### config.mk
export PLATFORM = sky130hd
export DESIGN_NAME = cmd_sequencer
export DESIGN_NICKNAME = d
export VERILOG_FILES = /design/src/rtl/cmd_sequencer.sv
export SDC_FILE = /design/constraint.sdc
export NUM_CORES = 1
export LEC_CHECK = 0
export CAP_MARGIN = 20
export CORE_ASPECT_RATIO = 1.75
export CORE_UTILIZATION = 40
export CTS_BUF_LIST = sky130_fd_sc_hd__clkbuf_8 sky130_fd_sc_hd__clkbuf_16
export DETAILED_ROUTE_END_ITERATION = 8
export SLEW_MARGIN = 20
export SYNTH_ARGS = -nofsm -noshare
export SYNTH_HDL_FRONTEND = slang
export SYNTH_SLANG_ARGS = --single-unit
### constraint.sdc
create_clock -name clk -period 2.1 [get_ports clk]
set_input_delay 0.21 -clock clk [delete_from_list [all_inputs] [get_ports clk]]
set_output_delay 0.21 -clock clk [all_outputs]
set_load 0.02 [all_outputs]
### src/rtl/cmd_sequencer.sv
`default_nettype none
// +----------------------------------------------------------------------+
// | Module      : cmd_sequencer                                          |
// | Description : Buffers 16-bit commands in a small FIFO and issues     |
// |               them one at a time to the command UART transmitter.    |
// |               Each command waits for a response byte; NAK or         |
// |               timeout triggers a retry, and exhausted retries halt   |
// |               in a sticky error until cleared.                       |
// | Revision    : 1.0 - initial release                                  |
// +----------------------------------------------------------------------+
module cmd_sequencer #(
    parameter int         DEPTH     = 4,
    parameter logic [7:0] ACK       = 8'hA5,
    parameter int         TO_CYCLES = 1000000,
    parameter int         MAX_RETRY = 2
) (
    input  logic                   clk,
    input  logic                   rst,
    input  logic                   push,
    input  logic [15:0]            push_cmd,
    output logic                   full,
    output logic                   empty,
    output logic [$clog2(DEPTH):0] count,
    output logic [15:0]            cmd,
    output logic                   send_cmd,
    input  logic                   cmd_sent,
    input  logic                   resp_rdy,
    input  logic [7:0]             resp,
    output logic                   busy,
    output logic                   done,
    output logic [7:0]             last_resp,
    output logic                   err,
    output logic [1:0]             err_code,
    output logic                   ovf,
    input  logic                   clr_err
);

    localparam int c_AW = $clog2(DEPTH);
    localparam int c_CW = c_AW + 1;
    localparam int c_TW = $clog2(TO_CYCLES + 1);
    localparam int c_RW = (MAX_RETRY > 0) ? $clog2(MAX_RETRY + 1) : 1;

    localparam logic [c_CW-1:0] c_DEPTH     = c_CW'(DEPTH);
    localparam logic [c_TW-1:0] c_TO_LAST   = c_TW'(TO_CYCLES - 1);
    localparam logic [c_RW-1:0] c_MAX_RETRY = c_RW'(MAX_RETRY);

    localparam logic [1:0] c_ERR_TO  = 2'b01;
    localparam logic [1:0] c_ERR_NAK = 2'b10;

    localparam logic [2:0] c_IDLE      = 3'd0;
    localparam logic [2:0] c_LAUNCH    = 3'd1;
    localparam logic [2:0] c_TX_WAIT   = 3'd2;
    localparam logic [2:0] c_RESP_WAIT = 3'd3;
    localparam logic [2:0] c_ERROR     = 3'd4;

    logic [15:0]     r_mem [DEPTH];
    logic [c_AW-1:0] r_wr_ptr;
    logic [c_AW-1:0] r_rd_ptr;
    logic [c_CW-1:0] r_count;
    logic [2:0]      r_state;
    logic [2:0]      w_next_state;
    logic [15:0]     r_cmd;
    logic [c_TW-1:0] r_to_cnt;
    logic [c_RW-1:0] r_retry;
    logic            r_done;
    logic [7:0]      r_last_resp;
    logic            r_err;
    logic [1:0]      r_err_code;
    logic            r_ovf;

    logic w_full;
    logic w_empty;
    logic w_push_ok;
    logic w_resp_ok;
    logic w_ack;
    logic w_nak;
    logic w_timeout;
    logic w_fail;
    logic w_can_retry;
    logic w_clr_fail;
    logic w_pop;

    assign w_full    = (r_count == c_DEPTH);
    assign w_empty   = (r_count == '0);
    // A push into a full FIFO is dropped even when a pop frees a slot the same cycle.
    assign w_push_ok = push && !w_full;

    // Responses only count while waiting for one; stale bytes in TX_WAIT are ignored.
    assign w_resp_ok   = (r_state == c_RESP_WAIT) && resp_rdy;
    assign w_ack       = w_resp_ok && (resp == ACK);
    assign w_nak       = w_resp_ok && (resp != ACK);
    // A response arriving on the final timeout cycle takes precedence.
    assign w_timeout   = ((r_state == c_TX_WAIT) || (r_state == c_RESP_WAIT)) &&
                         (r_to_cnt == c_TO_LAST) && !w_resp_ok;
    assign w_fail      = w_nak || w_timeout;
    assign w_can_retry = (r_retry < c_MAX_RETRY);
    assign w_clr_fail  = (r_state == c_ERROR) && clr_err;
    assign w_pop       = w_ack || w_clr_fail;

    assign full      = w_full;
    assign empty     = w_empty;
    assign count     = r_count;
    assign cmd       = r_cmd;
    assign done      = r_done;
    assign last_resp = r_last_resp;
    assign err       = r_err;
    assign err_code  = r_err_code;
    assign ovf       = r_ovf;

    // FIFO storage: written at the tail on an accepted push.
    always_ff @(posedge clk) begin
        if (w_push_ok) begin
            r_mem[r_wr_ptr] <= push_cmd;
        end
    end

    // FIFO pointers and occupancy; pointers wrap naturally at power-of-2 depth.
    always_ff @(posedge clk) begin
        if (rst) begin
            r_wr_ptr <= '0;
            r_rd_ptr <= '0;
            r_count  <= '0;
        end else begin
            if (w_push_ok) begin
                r_wr_ptr <= r_wr_ptr + 1'b1;
            end
            if (w_pop) begin
                r_rd_ptr <= r_rd_ptr + 1'b1;
            end
            case ({w_push_ok, w_pop})
                2'b10:   r_count <= r_count + 1'b1;
                2'b01:   r_count <= r_count - 1'b1;
                default: r_count <= r_count;
            endcase
        end
    end

    // State register.
    always_ff @(posedge clk) begin
        if (rst) begin
            r_state <= c_IDLE;
        end else begin
            r_state <= w_next_state;
        end
    end

    // Next-state logic.
    always_comb begin
        w_next_state = r_state;
        case (r_state)
            c_IDLE: begin
                if (!w_empty) begin
                    w_next_state = c_LAUNCH;
                end
            end
            c_LAUNCH: begin
                w_next_state = c_TX_WAIT;
            end
            c_TX_WAIT: begin
                if (w_timeout) begin
                    w_next_state = w_can_retry ? c_LAUNCH : c_ERROR;
                end else if (cmd_sent) begin
                    w_next_state = c_RESP_WAIT;
                end
            end
            c_RESP_WAIT: begin
                if (w_ack) begin
                    w_next_state = c_IDLE;
                end else if (w_fail) begin
                    w_next_state = w_can_retry ? c_LAUNCH : c_ERROR;
                end
            end
            c_ERROR: begin
                if (clr_err) begin
                    w_next_state = c_IDLE;
                end
            end
            default: begin
                w_next_state = c_IDLE;
            end
        endcase
    end

    // State-decoded outputs.
    always_comb begin
        send_cmd = 1'b0;
        busy     = 1'b1;
        case (r_state)
            c_IDLE:   busy     = 1'b0;
            c_LAUNCH: send_cmd = 1'b1;
            default:  ;
        endcase
    end

    // Command register: captured from the head when leaving IDLE, held through retries.
    always_ff @(posedge clk) begin
        if (rst) begin
            r_cmd <= '0;
        end else if ((r_state == c_IDLE) && !w_empty) begin
            r_cmd <= r_mem[r_rd_ptr];
        end
    end

    // Timeout counter: restarts on every launch, runs while awaiting TX and response.
    always_ff @(posedge clk) begin
        if (rst) begin
            r_to_cnt <= '0;
        end else if (r_state == c_LAUNCH) begin
            r_to_cnt <= '0;
        end else if ((r_state == c_TX_WAIT) || (r_state == c_RESP_WAIT)) begin
            r_to_cnt <= r_to_cnt + 1'b1;
        end
    end

    // Retry counter, response capture, done pulse and sticky error/overflow flags.
    always_ff @(posedge clk) begin
        if (rst) begin
            r_retry     <= '0;
            r_done      <= 1'b0;
            r_last_resp <= 8'h00;
            r_err       <= 1'b0;
            r_err_code  <= 2'b00;
            r_ovf       <= 1'b0;
        end else begin
            r_done <= w_ack;
            if (w_resp_ok) begin
                r_last_resp <= resp;
            end
            if (w_ack || w_clr_fail) begin
                r_retry <= '0;
            end else if (w_fail && w_can_retry) begin
                r_retry <= r_retry + 1'b1;
            end
            if (w_fail && !w_can_retry) begin
                r_err      <= 1'b1;
                r_err_code <= w_timeout ? c_ERR_TO : c_ERR_NAK;
            end else if (w_clr_fail) begin
                r_err      <= 1'b0;
                r_err_code <= 2'b00;
            end
            // A dropped push in the same cycle as clr_err keeps the flag set.
            if (push && w_full) begin
                r_ovf <= 1'b1;
            end else if (clr_err) begin
                r_ovf <= 1'b0;
            end
        end
    end

endmodule
`default_nettype wire

After elaboration in Yosys (flattened, before gate mapping). Memories as Yosys holds them, arrays and structs flattened. A register that Yosys moved wholly into a read port is not among the register bits. Index checks and enable logic that the tools add are counted.

Word-level logic and storage cells: 79. Bits in latches: 0. Memories: 1. Bits in read-only memories: 0. Register bits: 45. Memory bits (writable): 64.

Mux-type cells: 20. Reductions and logical operators: 26. Bitwise gates (word level): 0. Eq/ne operators: 14. Div/mod/pow operators: 0. Order comparisons: 1. $mul: 0. Add/sub/neg operators: 6. Shift operators: 0.

Memory list: r_mem (words 4, width 16, rd ports 1, clocked after memory_dff 1, write ports 1, line 56) `logic [15:0] r_mem [DEPTH];`.

Operator list (count): 3-bit two-way mux (7); 20-bit by 1-bit adder with 20-bit output, second input constant (1); 20-bit equality test, second input constant (1); 3-bit case mux with 5 select lines (1); 1-bit logical AND (11); 8-bit equality test, second input constant (1); 1-bit two-way mux (8); 8-bit inequality test, second input constant (1); 2-bit by 1-bit adder with 2-bit output, second input constant (3); 3-bit by 2-bit equality test with 1-bit output, second input constant (2); 3-bit equality test, second input constant (2); 3-bit zero test (2); 2-bit two-way mux (3); 3-bit inequality test, second input constant (2); 3-bit case mux with 2 select lines (1); 2-bit nonzero test (3); 1-bit zero test (4); 2-bit inequality test, second input constant (2); 4-bit AND reduction (1); 2-bit OR reduction (2); 3-bit by 1-bit adder with 3-bit output, second input constant (1); 3-bit by 1-bit equality test with 1-bit output, second input constant (1); 1-bit logical OR (3); 3-bit by 1-bit subtractor with 3-bit output, second input constant (1); other kinds (3) (3).

Longest topological paths before layout.
Depth in word-level cells: 8. Mapped depth: 10. Depth with buffers taken out: 9.

Worst setup path before layout. No wires, ideal clock.

Path kind: reg2reg. Start: register r_count[2], in the netlist count[2]. End: register r_count[2], in the netlist count[2]. Arrival time: 2.638 ns. Stages on the path, launching flop included: 11. Slack: -0.609 ns. Buffers on the path: 1. Clock period less this slack: 2.709 ns. Library setup time: 0.070 ns. Required time: 2.030 ns. Path through: dfxtp_1 > nor3b_1 > nor2b_1 > clkbuf_1 > inv_1 > ha_1 > inv_1 > fa_1 > xor2_1 > or3_1 > a21oi_1.

Cells in the longest elaborated chain, start to end: 5. Elaborated cells on any way between the ends: 9. Classes of those cells: add/sub: 2; eq/ne: 3; mux: 1; reduce/logical: 3.

RTL lines: start, declared (line 59) `logic [c_CW-1:0] r_count;`; start signal, assigned (line 131) `2'b10: r_count <= r_count + 1'b1;`; start signal, assigned (line 132) `2'b01: r_count <= r_count - 1'b1;`; start signal, assigned (line 133) `default: r_count <= r_count;`; 3-bit equality test (*) (line 83) `assign w_full = (r_count == c_DEPTH);`; net full (line 21) `output logic full,`; 1-bit zero test (*) (line 86) `assign w_push_ok = push && !w_full;`; 1-bit logical AND (*) (line 86); 2-bit by 1-bit equality test with 1-bit output / 2-bit equality test (equally long branches) (line 130) `case ({w_push_ok, w_pop})`; 3-bit case mux with 2 select lines / 2-bit nonzero test (equally long branches).

The timed path passes the listed nets; every way through them passes the cells marked *. A chain may end at the register's enable or synchronous reset.

Final worst setup path.
Start: register r_state[1]. End: register r_count[2], in the netlist count[2].

Cells in the longest elaborated chain, start to end: 6. Elaborated cells on any way between the ends: 10. Classes of those cells: eq/ne: 4; mux: 1; reduce/logical: 5.

RTL lines: start, declared (line 60) `logic [2:0] r_state;`; start signal, assigned (line 141) `r_state <= c_IDLE;`; start signal, assigned (line 143) `r_state <= w_next_state;`; 3-bit by 2-bit equality test with 1-bit output (line 89) `assign w_resp_ok = (r_state == c_RESP_WAIT) && resp_rdy;`; 1-bit logical AND (line 89); 1-bit logical AND (line 90) `assign w_ack = w_resp_ok && (resp == ACK);`; 1-bit logical OR (*) (line 98) `assign w_pop = w_ack || w_clr_fail;`; 2-bit by 1-bit equality test with 1-bit output / 2-bit equality test (equally long branches) (line 130); 3-bit case mux with 2 select lines / 2-bit nonzero test (equally long branches).

Every way passes the cells marked *; elsewhere a longest branch is shown, timed or not.

==> reports/summary.log <==
qor: yosys.compound_cell_area_share_of_the_yosys_netlist 7.113%
qor: yosys.synthesis.nets 454
qor: yosys.main_combinational_cell_family_by_area_after_synthesis simple AND/OR/NAND/NOR gates
qor: sta.final.setup.tns 0 ps
qor: grt.antenna_found_initial 0
qor: setup_path.crit_path_cell_trace nor4bb_4, a31oi_2, inv_1, ha_2, inv_1, fa_2, xor2_1, or3_1, a21oi_2
qor: yosys.yosys.area_share.xor_xnor 2.247%
qor: setup_path.timing.critical_path.to count[2]
qor: floorplan.start_util 40.75%
qor: clock_tree.worst_setup_hold_path_clk_slew 60 ps
qor: yosys.area_share_of_and_or_nand_nor_cells_after_synthesis 15.93%
qor: setup_path.critical_path_peak_fanout 4
qor: cells_and_area.finish.instance_area 6705 um^2
qor: grt.grt_pass1_wl 17650 um
qor: power_and_ir_drop.clock_power_share 44.8%
qor: setup_path.critical_path.n_buffers_inverters 2
qor: sta.hold_worst_slack 260.0 ps
qor: power_and_ir_drop.power_report.internal_total 0.004621 W
qor: sta.finalSetupViolations 0
qor: floorplan.num_rows 54
qor: cells_and_area.final_cell_mix sky130_fd_sc_hd__edfxtp_1, sky130_fd_sc_hd__nand2_1, sky130_fd_sc_hd__clkdlybuf4s50_1, sky130_fd_sc_hd__dfxtp_1, sky130_fd_sc_hd__a21oi_1
qor: yosys.synth_top_cell_area_share 37.94%
qor: clock_tree.tritoncts yes
qor: cells_and_area.mostFrequentLayoutCell sky130_fd_sc_hd__edfxtp_1
qor: grt.total_gr_overflow 0
qor: yosys.synth-seq-cells 125
qor: cells_and_area.fin_nets 542
qor: yosys.synth_cells 417
qor: power_and_ir_drop.power.density_cell_area 916.1 nW/um^2
qor: routing.drc_errors 0
qor: setup_path.worstPathRequired 2430 ps
qor: place.place.gp.congestion 0.7923
qor: cells_and_area.antenna-diode-count 0
qor: power_and_ir_drop.max-vdd-ir-drop 0.0005528 V
qor: power_and_ir_drop.total_switching_power 0.001522 W
qor: routing.avgViaCountPerCell 5.157
qor: yosys.post_synth_fa_ha_maj_area_fraction 1.877%
qor: grt.grt_max_degree 31
qor: yosys.edff_count_synth 64
qor: clock_tree.cts_root_buffer sky130_fd_sc_hd__clkbuf_16
qor: power_and_ir_drop.static-leakage-power 2.270 nW
qor: setup_path.cpMaxStageDelayCell sky130_fd_sc_hd__dfxtp_4
qor: clock_tree.cts_htree_levels 4
qor: cells_and_area.multiInputGateArea 1837 um^2
qor: setup_path.reg2reg_setup_slack 40 ps
qor: grt.globalRouteTotalUtil 18.25%
qor: yosys.post_synth_instance_area 5066 um^2
qor: sta.timing.final.crit_share 98.18%
qor: setup_path.setup.worst_path.start r_state[1]
qor: floorplan.fp.coreArea 12430 um^2
qor: clock_tree.cts.path.max_buffers 2
qor: setup_path.worst_r2r_startpoint r_state[1]
qor: place.detailed_place.area 6083 um^2
qor: yosys.synth-seq-area-share 62.04%
qor: floorplan.width_of_the_chip 87.07 um
qor: yosys.ys_async_sr_fraction 0%
qor: sta.finClkSkew 11.18 ps
qor: floorplan.chipHeight 150.9 um
qor: cells_and_area.non_filler_cells_final 686
qor: routing.detailroute.via_count 3538
qor: floorplan.design.die.area 13140 um^2
qor: clock_tree.numClockSinks 125
qor: sta.timing_max_transition_violations_final 0
qor: power_and_ir_drop.share_seq_of_total_power 44.8%
qor: cells_and_area.area_growth_syn_to_layout 32.35%
qor: sta.fin_crit 2062 ps
qor: status.run_status finished clean
qor: routing.ant_nets 0
qor: setup_path.cp.arrival 2390 ps
qor: sta.max_freq 0.4850 GHz
qor: cells_and_area.fillerInstances 1098
qor: yosys.post_synth_mux_area_share 7.903%
qor: yosys.netlist.top_cell.by_area sky130_fd_sc_hd__edfxtp_1
qor: clock_tree.cts-buffers-inserted 17
qor: setup_path.r2r_end count[2]
qor: sta.hold_viol 0
qor: cells_and_area.sequential_cell_area 3156 um^2
qor: setup_path.ff2ff_path_depth 9
qor: run.maxCapViolCount 0
qor: grt.grt_pass1_vias 3585
qor: routing.detail_route.wirelength 11150 um
qor: routing.detailedRoute.firstPassIterationCount 4
qor: sta.worstMarginPinSlew 556.5 ps
qor: setup_path.path_class flip-flop to flip-flop
qor: yosys.syn_area_per_cell 12.15 um^2
qor: floorplan.io-pin-count 66
qor: clock_tree.clk_latency 410 ps
qor: setup_path.critical-path-max-stage-delay 360 ps
qor: min_path.timing.hold.worst.class primary input to flip-flop
qor: yosys.synth.yosys.warnings 0
qor: power_and_ir_drop.pwr-share-comb 10.4%
qor: yosys.ys.flop_type sky130_fd_sc_hd__edfxtp_1
qor: cells_and_area.drive_above_1_share 17.76%
qor: setup_path.crit_family simple AND/OR/NAND/NOR gates
qor: setup_path.timing.critical_path.to_type flip-flop
qor: place.number_of_input_and_output_port_buffers_inserted 65
qor: sta.timing.max_slew.rel_slack 61.94%
qor: place.post-dp-hpwl 7725 um
qor: routing.route.detailed.wl_per_inst 16.26 um
qor: sta.setup_repair_after_global_routing_missed_its_margin true
qor: yosys.post_synth_num_cell_types 44
qor: routing.drt_initial_violations 165
qor: setup_path.timing.critical_path.depth 9
qor: yosys.synth_top_cells_by_area sky130_fd_sc_hd__edfxtp_1, sky130_fd_sc_hd__dfxtp_1, sky130_fd_sc_hd__mux4_2
qor: setup_path.critPathLaunchType flip-flop
qor: clock_tree.hold_buffers 0
qor: power_and_ir_drop.p_sw_share 24.77%
qor: setup_path.critPathMostFrequentCell sky130_fd_sc_hd__inv_1
qor: place.place.detailed.instances 651
## synth_stat cells (5+ instances only)
cell / number
sky130_fd_sc_hd__xor2_1: 5
sky130_fd_sc_hd__and2_1: 5
sky130_fd_sc_hd__edfxtp_1: 64
sky130_fd_sc_hd__and4b_1: 5
sky130_fd_sc_hd__o21ai_0: 8
sky130_fd_sc_hd__xnor2_1: 8
sky130_fd_sc_hd__mux4_2: 16
sky130_fd_sc_hd__dfxtp_1: 61
sky130_fd_sc_hd__or3_1: 9
sky130_fd_sc_hd__a21oi_1: 40
sky130_fd_sc_hd__nand2_1: 60
sky130_fd_sc_hd__o31ai_1: 5
sky130_fd_sc_hd__nand3_1: 9
sky130_fd_sc_hd__inv_1: 12
sky130_fd_sc_hd__nand4_1: 7
sky130_fd_sc_hd__nor2_1: 25
sky130_fd_sc_hd__clkbuf_1: 17
sky130_fd_sc_hd__ha_1: 6
## state kept, by name, indices dropped and copies added, names as in the netlist, 2 cells and up
| name | count |
|---|---|
| cmd | 16 |
| r_rd_ptr | 2 |
| last_resp | 8 |
| r_to_cnt | 20 |
| count | 3 |
| r_retry | 2 |
| r_wr_ptr | 2 |
| err_code | 2 |
| r_state | 3 |
| r_mem | 64 |
## cell families after synthesis
kind of cell,count (synthesis)
buf+inv,34
compound gates,64
xor+xnor,13
flops,125
mux,20
fa+ha+maj,7
simple gates,154
## area by class of cell
cell class,count,share of cell area (%)
clock buffer,17,6.344
clock inverter,15,2.053
timing repair buffer,91,13.34
tap,168,3.135
multi-input combinational,258,27.39
inverter,12,0.6718
sequential,125,47.06
## through the flow
stage	worst slack [ps]	utilization, %	total power [W]
floorplan	-55.04	-	0.003118
global placement	-437.7	48.93	0.003424
detailed placement	-488.5	48.93	0.003441
CTS	0.3522	53.63	0.006196
global route	-72.51	53.94	0.006363
finish	38.16	53.94	0.006142
## tightest hold or removal path, cell delays in order
cell and delay [ps]:
sky130_fd_sc_hd__dlygate4sd2_1 270, sky130_fd_sc_hd__nand2_1 70, sky130_fd_sc_hd__a21oi_1 60
## worst min path at each step
| stage | slack, ps | endpoint | cells after the start | startpoint |
|---|---|---|---|---|
| 2_1_floorplan | 310 | r_mem[0][0] | 0 | push_cmd[0] |
| 3_3_place_gp | 440 | last_resp[6] | 2 | last_resp[6] |
| 3_5_place_dp | 450 | cmd[1] | 2 | cmd[1] |
| 4_1_cts | 220 | last_resp[6] | 3 | resp[6] |
| 5_1_grt | 240 | last_resp[6] | 3 | resp[6] |
| 6_report | 260 | last_resp[6] | 3 | resp[6] |
## power groups by stage
| stage | sequential, W | clock [W] | combinational [W] |
|---|---|---|---|
| finish | 0.00275 | 0.00275 | 0.000641 |
| global route | 0.00276 | 0.00291 | 0.000697 |
| CTS | 0.00275 | 0.00280 | 0.000649 |
| detailed placement | 0.00279 | 0 | 0.000647 |
| global placement | 0.00279 | 0 | 0.000636 |
| floorplan | 0.00284 | 0 | 0.000278 |
## routing by layer
layer / track usage [%] / vias to the layer above / routed length [um]
li1: - / 1702 / -
met1: 18.59 / 1758 / 4262
met2: 34.57 / 66 / 6415
met3: 4.251 / 12 / 308
met4: 8.000 / 0 / 167
met5: 0 / - / 0
## timing repair
item	CTS	global route
setup endpoints to repair	1	5
hold endpoints to repair	0	0
resized for setup	7	7
setup buffers	1	2
pin swaps	3	5
gates cloned	0	0
Note: power is estimated with default switching activity, not from simulation.
